===== config.mk =====
export PLATFORM = sky130hd
export DESIGN_NAME = spi_sram_responder_flat
export DESIGN_NICKNAME = d
export VERILOG_FILES = /design/src/rtl/spi_sram_responder_if.sv /design/src/rtl/spi_sram_responder.sv /design/src/flat_wrapper.sv
export SDC_FILE = /design/constraint.sdc
export NUM_CORES = 1
export LEC_CHECK = 0
export CAP_MARGIN = 20
export CORE_ASPECT_RATIO = 0.7
export CORE_MARGIN = 5
export CORE_UTILIZATION = 42
export CTS_CLUSTER_DIAMETER = 120
export DETAILED_ROUTE_END_ITERATION = 10
export GPL_TIMING_DRIVEN = 0
export PLACE_DENSITY = 0.57
export SLEW_MARGIN = 30
export SYNTH_ARGS = -nofsm -noshare
export SYNTH_HDL_FRONTEND = slang
export SYNTH_SLANG_ARGS = --single-unit

===== constraint.sdc =====
create_clock -name clk -period 3.9 [get_ports clk]
set_clock_uncertainty 0.2 [all_clocks]
set_input_delay 0.975 -clock clk [delete_from_list [all_inputs] [get_ports clk]]
set_output_delay 0.975 -clock clk [all_outputs]
set_load 0.03 [all_outputs]

===== src/rtl/spi_sram_responder_if.sv =====
// SPI pad bundle between a mode-0 master and the SRAM responder.
// The target drives miso/miso_oe; the master drives the rest.
interface spi_sram_responder_if;
  logic cs_n;
  logic sck;
  logic mosi;
  logic miso;
  logic miso_oe;

  modport slave (
    input  cs_n,
    input  sck,
    input  mosi,
    output miso,
    output miso_oe
  );

  modport master (
    output cs_n,
    output sck,
    output mosi,
    input  miso,
    input  miso_oe
  );
endinterface


===== src/rtl/spi_sram_responder.sv =====
// SPI mode-0 serial SRAM target: READ 0x03 / WRITE 0x02 with 16-bit address,
// register-file memory, write notification and local preload port.
module spi_sram_responder #(
  parameter int ADDR_BITS = 4
) (
  input  logic                 clk,
  input  logic                 rst_n,
  spi_sram_responder_if.slave  spi,
  output logic                 busy,
  output logic                 wr_valid,
  output logic [ADDR_BITS-1:0] wr_addr,
  output logic [7:0]           wr_data,
  input  logic                 init_we,
  input  logic [ADDR_BITS-1:0] init_addr,
  input  logic [7:0]           init_data
);

  localparam int DEPTH = 2 ** ADDR_BITS;

  typedef enum logic [2:0] {
    IDLE, CMD, ADDR, READ, WRITE, IGNORE
  } state_t;

  state_t state, state_n;

  logic [1:0] cs_q, sck_q, mosi_q, ok_q;
  logic       cs_d, sck_d;
  logic       cs_s, sck_s, mosi_s;
  logic       rise, fall, cs_fall;

  logic [7:0]           sh;
  logic [7:0]           sh_in;
  logic [3:0]           cnt;
  logic                 is_rd;
  logic                 miso_r;
  logic [ADDR_BITS-1:0] ptr;
  logic [ADDR_BITS-1:0] ptr_in;
  logic [ADDR_BITS-1:0] ptr_inc;
  logic [7:0]           mem [DEPTH];

  assign cs_s   = cs_q[1];
  assign sck_s  = sck_q[1];
  assign mosi_s = mosi_q[1];

  assign rise    = sck_s & ~sck_d & ~cs_s;
  assign fall    = ~sck_s & sck_d & ~cs_s;
  // cs_d is held low until the synchroniser carries real pad samples,
  // so a reset taken mid-transaction does not fake a select edge.
  assign cs_fall = cs_d & ~cs_s;

  assign sh_in   = {sh[6:0], mosi_s};
  assign ptr_in  = {ptr[ADDR_BITS-2:0], mosi_s};
  assign ptr_inc = ptr + 1'b1;

  assign busy        = ~cs_s;
  assign spi.miso_oe = (state == READ);
  assign spi.miso    = miso_r & (state == READ);

  always_ff @(posedge clk or negedge rst_n) begin
    if (!rst_n) state <= IDLE;
    else        state <= state_n;
  end

  always_comb begin
    state_n = state;
    if (cs_s) begin
      state_n = IDLE;
    end else begin
      unique case (state)
        IDLE:
          if (cs_fall) state_n = CMD;
        CMD:
          if (rise && cnt == 4'd7)
            state_n = (sh_in == 8'h03 || sh_in == 8'h02) ? ADDR : IGNORE;
        ADDR:
          if (rise && cnt == 4'd15)
            state_n = is_rd ? READ : WRITE;
        default: ;
      endcase
    end
  end

  always_ff @(posedge clk or negedge rst_n) begin
    if (!rst_n) begin
      cs_q     <= 2'b11;
      sck_q    <= 2'b00;
      mosi_q   <= 2'b00;
      ok_q     <= 2'b00;
      cs_d     <= 1'b0;
      sck_d    <= 1'b0;
      sh       <= '0;
      cnt      <= '0;
      is_rd    <= 1'b0;
      miso_r   <= 1'b0;
      ptr      <= '0;
      wr_valid <= 1'b0;
      wr_addr  <= '0;
      wr_data  <= '0;
      for (int i = 0; i < DEPTH; i++) mem[i] <= 8'h00;
    end else begin
      cs_q     <= {cs_q[0], spi.cs_n};
      sck_q    <= {sck_q[0], spi.sck};
      mosi_q   <= {mosi_q[0], spi.mosi};
      ok_q     <= {ok_q[0], 1'b1};
      cs_d     <= ok_q[1] ? cs_s : 1'b0;
      sck_d    <= sck_s;
      wr_valid <= 1'b0;
      if (init_we && !busy) mem[init_addr] <= init_data;
      unique case (state)
        IDLE: cnt <= '0;
        CMD:
          if (rise) begin
            sh  <= sh_in;
            cnt <= cnt + 1'b1;
            if (cnt == 4'd7) begin
              cnt   <= '0;
              is_rd <= (sh_in == 8'h03);
            end
          end
        ADDR:
          if (rise) begin
            ptr <= ptr_in;
            cnt <= cnt + 1'b1;
            if (cnt == 4'd15) begin
              cnt    <= '0;
              sh     <= mem[ptr_in];
              miso_r <= 1'b0;
            end
          end
        READ:
          if (fall && cnt != 4'd8) begin
            miso_r <= sh[7];
            sh     <= {sh[6:0], 1'b0};
            cnt    <= cnt + 1'b1;
          end else if (rise && cnt == 4'd8) begin
            ptr <= ptr_inc;
            sh  <= mem[ptr_inc];
            cnt <= '0;
          end
        WRITE:
          if (rise) begin
            sh  <= sh_in;
            cnt <= cnt + 1'b1;
            if (cnt == 4'd7) begin
              cnt      <= '0;
              mem[ptr] <= sh_in;
              wr_valid <= 1'b1;
              wr_addr  <= ptr;
              wr_data  <= sh_in;
              ptr      <= ptr_inc;
            end
          end
        default: ;
      endcase
    end
  end

endmodule


===== src/flat_wrapper.sv =====
// flat-port wrapper written by rule: the top's interface ports become plain ports
module spi_sram_responder_flat 
#(
  parameter int ADDR_BITS = 4
)
  (clk, rst_n, busy, wr_valid, wr_addr, wr_data, init_we, init_addr, init_data, spi_cs_n, spi_sck, spi_mosi, spi_miso, spi_miso_oe);
  spi_sram_responder_if spi_i ();
  input  logic clk;
  input  logic rst_n;
  output logic busy;
  output logic wr_valid;
  output logic [ADDR_BITS-1:0] wr_addr;
  output logic [7:0] wr_data;
  input  logic init_we;
  input  logic [ADDR_BITS-1:0] init_addr;
  input  logic [7:0] init_data;
  input wire logic [$bits(spi_i.cs_n)-1:0] spi_cs_n;
  input wire logic [$bits(spi_i.sck)-1:0] spi_sck;
  input wire logic [$bits(spi_i.mosi)-1:0] spi_mosi;
  output wire logic [$bits(spi_i.miso)-1:0] spi_miso;
  output wire logic [$bits(spi_i.miso_oe)-1:0] spi_miso_oe;
  assign spi_i.cs_n = spi_cs_n;
  assign spi_i.sck = spi_sck;
  assign spi_i.mosi = spi_mosi;
  assign spi_miso = spi_i.miso;
  assign spi_miso_oe = spi_i.miso_oe;
  spi_sram_responder #(.ADDR_BITS(ADDR_BITS)) u_core (.clk(clk), .rst_n(rst_n), .spi(spi_i), .busy(busy), .wr_valid(wr_valid), .wr_addr(wr_addr), .wr_data(wr_data), .init_we(init_we), .init_addr(init_addr), .init_data(init_data));
endmodule

======== After elaboration in Yosys (flattened, before gate mapping) ========
Cells that the tools add are included.
word-level totals
  flip-flop bits (word level) ............. 172
  bits of input ports ..................... 18
  output and inout port bits .............. 16
  word-level logic and storage cells ...... 146
cells by class
  $add $sub $neg .......................... 2
  $lt $le $gt $ge ......................... 6
  equality and inequality tests ........... 22
  muxes and demuxes ....................... 50
  bitwise operators ....................... 13
  reduce and logical (&&, ||, !) cells .... 22
operators with widths
  operator                                                     count
  2-to-1 mux 128 bit                                           4
  bitwise mux 128 bit                                          2
  2-to-1 mux 8 bit                                             11
  binary-select mux 8 bit (select 4 bit)                       2
  demux 8 bit (select 4 bit)                                   2
  2-to-1 mux 4 bit                                             11
  case mux 8 bit (3 select lines)                              1
  >= comparator 5 bit (second input constant)                  4
  inverter 4 -> 5 bit                                          4
  2-to-1 mux 3 bit                                             6
  equality test 8 x 2 -> 1 bit (second input constant)         2
  case mux 4 bit (4 select lines)                              1
  != test 2 x 1 -> 1 bit (second input constant)               7
  != test 3 x 1 -> 1 bit (second input constant)               4
  case mux 4 bit (3 select lines)                              1
  AND reduction 4 bit                                          3
  less-than comparator 5 x 1 -> 1 bit (second input constant)  2
  case mux 3 bit (3 select lines)                              1
  adder 4 x 1 -> 4 bit (second input constant)                 2
  equality test 4 bit (second input constant)                  2
  nonzero test 4 bit                                           2
  logical AND 1 bit                                            7
  2-to-1 mux 1 bit                                             7
  bitwise AND 1 bit                                            6
  16 further kinds                                             21

======== Longest topological paths before layout ========
  word-level depth ........................ 11
  mapped depth ............................ 10
  mapped depth without buffers ............ 8

======== Worst setup path after synthesis ========
OpenSTA, ideal clock, no wires.
  path kind ............................... register to register
  start point ............................. reg u_core.ptr[1]
  end point ............................... reg u_core.sh[6]
  library setup time ...................... 92 ps
  arrival time ............................ 2599 ps
  required time ........................... 3608 ps
  setup slack ............................. 1010 ps
  stages on the path, launching flop included .. 11
  path buffers ............................ 4
  period minus slack after synthesis ...... 2890 ps
  cells stage by stage .................... dfrtp_1 -> buf_2 -> clkinv_1 -> ha_1 -> buf_4 -> buf_2 -> buf_2 -> a211oi_1 -> a2111oi_0 -> nor3_1 -> o31ai_2
on the way
  longest elaborated chain between the ends .. 8
  elaborated cells between the ends (all ways) .. 14
  classes of those cells .................. add/sub (1); mux (11); bitwise (2)
RTL lines
  element                                              RTL line                   text
  from (decl)                                          spi_sram_responder.sv:36   logic [ADDR_BITS-1:0] ptr;
  from (signal assigned)                               spi_sram_responder.sv:122  ptr <= ptr_in;
  from (signal assigned)                               spi_sram_responder.sv:136  ptr <= ptr_inc;
  from (signal assigned)                               spi_sram_responder.sv:150  ptr <= ptr_inc;
  adder 4 x 1 -> 4 bit                                 spi_sram_responder.sv:53   assign ptr_inc = ptr + 1'b1;
  inverter 4 -> 5 bit (not written as such)            spi_sram_responder.sv:137  sh <= mem[ptr_inc];
  binary-select mux 8 bit (select 4 bit)               spi_sram_responder.sv:137
  2-to-1 mux 8 bit (not written as such) (2 in a row)  spi_sram_responder.sv:137
  2-to-1 mux 8 bit                                     spi_sram_responder.sv:135  end else if (rise && cnt == 4'd8) begin
  2-to-1 mux 8 bit                                     spi_sram_responder.sv:131  if (fall && cnt != 4'd8) begin
  case mux 8 bit (3 select lines) *                    spi_sram_responder.sv:109  unique case (state)
  to (signal assigned)                                 spi_sram_responder.sv:113  sh <= sh_in;
  to (signal assigned)                                 spi_sram_responder.sv:133  sh <= {sh[6:0], 1'b0};
  to (signal assigned)                                 spi_sram_responder.sv:137
  to (decl)                                            spi_sram_responder.sv:31   logic [7:0] sh;
Mark *: on every way between the ends. The rest lies on a longest branch, timed or not. The select of a mux whose other input is x is not followed.
A chain may end at the register's enable or synchronous reset.

======== Final worst setup path ========
  start point ............................. reg u_core.ptr[1]
  end point ............................... reg u_core.sh[5]
Same word-level chain as after synthesis.

==> impl_results.md <==
* Synth Area in Simple Gates at around 14%
* Layout cells sized above 1 at ~16%
* Period minus WS final at ~4 ns
* Worst-skew pair later-pin latency at 0.45 ns
* Most numerous cell on the critical path: clkbuf_4
* Clock sinks at 172
* Pin count of the biggest net entering global routing at about 80
* Critical Path, Cell by Cell: clkbuf_4, clkinv_2, ha_1, buf_4, clkbuf_4, buf_2, a211oi_1, a2111oi_1, nor3_1, o31ai_1
* Fin util at 48.3%
* P&R area growth vs syn at 13.0%
* Critical path arrival at roughly 4.0 ns
* Pleak at 4.58 nW
* Post-Synth XOR/XNOR Area at less than 1%
* Worst path slowest cell: a2111oi_1
* Initial antenna violation count at 1
* VDD IR max at between 0.0003 and 0.0004 V
* Crit path max-delay family: buffers and inverters
* Antenna diodes at 0
* Die height at 143 um
* Reg area at about 4300 um2
* ANT nets after route at 0
* Adder-cell share of the synthesized area at less than 1%
* Crit Path Class: reg2reg
* Multi-input gate area at between 5000 and 6000 um2
* Main combinational cell family by area after synthesis: multiplexers
* TNS Setup at 0 ns
* Yosys warns at 0
* Via count at between 9000 and 10000
* Area after DPL at 11300 um2
* RSZ-0062 raised after global routing: no
* Syn nets at roughly 1100
* Crit path buffers/inverters at 5
* Vias per inst at around 6.2
* Die area at approximately 28000 um2
* Pre-antenna DRT Iters at 5
* WL per Instance at between 20 and 30 um
* TritonCTS clock tree: yes
* Max-cap viol count at 0
* CP required at around 4 ns
* Max clock buf depth at 2
* Clock H-tree levels at 4
* First-pass GRT wire length at between 50000 and 60000 um
* Drt drc at 0
* Slowest stage delay, CP at around 0.67 ns
* Vias in the first global route at 8403
* Max-slew headroom at a little under a third
* Mapped cell area at 10500 um2
* Pwr/cell area at around 430 nW/um2
* # fillers at between 2000 and 2500
* Worst setup SP type: register
* Syn Inst Count at around 1100
* Asr flop ratio synth at 100%
* Post-synthesis compound-gate area fraction at a little over an eighth
* Multiplexer share of the synthesized area at between 20% and 30%
* Hold Fails Final Rpt at 0
* Core Rows at between 40 and 50
* DRT Wirelength at about 39000 um
* Top FF cell, synth: dfrtp_1
* CTS Root Cell: clkbuf_16
* Peak Freq at between 200 and 300 MHz
* Post-synth cell types at 65
* # IOs at 34
* IO buf count at 31
* HPWL after detailed placement at 28300 um
* Tightest Pin Transition at 1.02 ns
* Hold Crit Class: in2async
* Max Transition Viols Final at 0
* Post-synth EDFFs at 0
* Hold WS at about 0.15 ns
* Nets@finish at roughly 1100
* Grt total ovfl at 0
* Post-CTS Setup Inserts at 0
* Seq cells post-synth at about 170
* GPL Wtd Cong at 0.998
* Fin area at between 10000 and 15000 um2
* CP Max Fanout at 10
* Initial Utilization at 42.7%
* Initial drt markers at about 1000
* Sequential-to-total area share from yosys stat at 40.8%
* Die width at 199 um
* Core area at between 20000 and 25000 um2
* Crit share post-route at 99.9%
* Tot GR Track Use at between 20% and 30%
* Worst-path clk slew at approximately 0.07 ns
* Outcome: completed
* Final setup vio count at 0
* Avg Synthesized Cell Area at between 9 and 10 um2
* Setup crit end kind: register
* TritonCTS Buffers at 17
[per-stage QoR]
stage	std cells	worst slack (ns)	power, mW
global placement	1416	-5.90	3.40
floorplan	1060	1.01	2.91
finish	1449	0.00271	5.18
CTS	1449	0.00577	5.14
global route	1449	0.0817	5.38
detailed placement	1418	-0.188	3.42
[sequential cells by signal, summed over array words and instances, names as in the netlist]
register         cells
u_core.cnt           4
u_core.cs_d          1
u_core.cs_q          2
u_core.is_rd         1
u_core.mem         128
u_core.miso_r        1
u_core.mosi_q        2
u_core.ok_q          2
u_core.ptr           4
u_core.sck_d         1
u_core.sck_q         2
u_core.sh            8
u_core.state         3
u_core.wr_addr       4
u_core.wr_data       8
u_core.wr_valid      1
[routing by layer]
layer | vias up | GRT usage [%] | wire length, um
met1 | 4546 | 43.4 | 18300
met4 | 2 | 6.86 | 742
met5 | - | 0 | 7
met2 | 502 | 35.7 | 15400
li1 | 3953 | - | -
met3 | 45 | 11.4 | 4960
[cells by family after synthesis]
group	Yosys count
other	1
multiplexers	231
AND/OR/NAND/NOR	303
buffers and inverters	104
flip-flops	172
AO/OA/AOI/OAI	240
XOR/XNOR	2
adder cells (fa/ha/maj)	7
[cell usage after synthesis (3+ instances only)]
cell | number | area, um2
a21oi_1 | 82 | 410
dfrtp_1 | 170 | 4250
or4_1 | 3 | 22.5
nand3_1 | 10 | 50.1
and4b_1 | 8 | 80.1
ha_1 | 6 | 75.1
clkbuf_1 | 40 | 150
a211oi_1 | 15 | 113
nand3_2 | 4 | 40.0
nor2_1 | 105 | 394
mux2i_1 | 155 | 1550
o21ai_0 | 81 | 405
buf_4 | 6 | 45.0
nand2_1 | 111 | 417
o31ai_1 | 8 | 60.1
nor3b_1 | 3 | 22.5
a21o_1 | 3 | 22.5
nand2b_1 | 7 | 43.8
buf_2 | 42 | 210
a31oi_1 | 5 | 31.3
nor3_1 | 11 | 55.1
buf_1 | 5 | 18.8
inv_1 | 7 | 26.3
nor2b_1 | 15 | 93.8
mux4_2 | 35 | 788
nand4_1 | 5 | 31.3
a2111oi_1 | 5 | 50.1
o22ai_1 | 16 | 100
a2111oi_0 | 9 | 78.8
mux2_2 | 41 | 462
[layout make-up]
class / instances / area share [%]
buffer: 94 / 3.76
clock buffer: 19 / 3.63
clock inverter: 13 / 1.10
inverter: 9 / 0.294
multi-input combinational: 784 / 48.6
sequential: 172 / 36.1
tap: 325 / 3.41
timing repair buffer: 33 / 3.11
[worst paths after layout]
check | startpoint | endpoint | slack [ns] | cells past startpoint
worst min register to register | u_core.sck_q[0]$_DFF_PN0_ | u_core.sck_q[1]$_DFF_PN0_ | 0.15 | 0
worst max-delay path | u_core.ptr[1]$_DFFE_PN0P_ | u_core.sh[5]$_DFFE_PN0P_ | 0.003 | 10
min in group clk | u_core.sck_q[0]$_DFF_PN0_ | u_core.sck_q[1]$_DFF_PN0_ | 0.15 | 0
worst min-delay path | rst_n | u_core.wr_data[1]$_DFFE_PN0P_ | 0.15 | 1
max in group asynchronous | rst_n | u_core.mem[63]$_DFF_PN0_ | 2.26 | 3
worst max register to register | u_core.ptr[1]$_DFFE_PN0P_ | u_core.sh[5]$_DFFE_PN0P_ | 0.003 | 10
[worst reg2reg max path, cell delays in order, from the launching register on]
cell and delay (ns):
dfrtp_1 0.51, clkbuf_4 0.33, clkinv_2 0.23, ha_1 0.38, buf_4 0.22, clkbuf_4 0.31, buf_2 0.36, a211oi_1 0.12
a2111oi_1 0.67, nor3_1 0.14, o31ai_1 0.31
[placed cells by master, fill, tap and decap left out, types with 3 or more instances in the layout]
| cell type | netlist | final |
|---|---|---|
| dfrtp_1 | 170 | 170 |
| mux2i_1 | 155 | 155 |
| nand2_1 | 111 | 111 |
| nor2_1 | 105 | 104 |
| a21oi_1 | 82 | 82 |
| o21ai_0 | 81 | 81 |
| clkbuf_1 | 40 | 41 |
| mux2_2 | 41 | 41 |
| buf_2 | 42 | 40 |
| mux4_2 | 35 | 35 |
| clkdlybuf4s50_1 | 0 | 30 |
| clkbuf_16 | 0 | 17 |
| o22ai_1 | 16 | 16 |
| nor2b_1 | 15 | 15 |
| a211oi_1 | 15 | 15 |
| nor3_1 | 11 | 11 |
| nand3_1 | 10 | 10 |
| and4b_1 | 8 | 8 |
| o31ai_1 | 8 | 8 |
| inv_1 | 7 | 7 |
| nand2b_1 | 7 | 7 |
| a2111oi_1 | 5 | 7 |
| buf_4 | 6 | 6 |
| a2111oi_0 | 9 | 6 |
| ha_1 | 6 | 6 |
| inv_6 | 0 | 6 |
| buf_1 | 5 | 5 |
| nand4_1 | 5 | 5 |
| a31oi_1 | 5 | 5 |
| nand3_2 | 4 | 4 |
| or4_1 | 3 | 3 |
| nor3b_1 | 3 | 3 |
| a21o_1 | 3 | 3 |
[power by group]
part           leakage, nW  internal, mW  switching [mW]
sequential            1.90          2.06           0.376
combinational         2.41         0.429           0.594
clock                0.272         0.897           0.816
[repair_timing]
item / CTS / global route
cloned: 0 / 0
hold buffers: 0 / 0
resized for setup: 1 / 6
endpoints found under the setup margin: 7 / 6
Note: power is estimated with default switching activity, not from simulation.
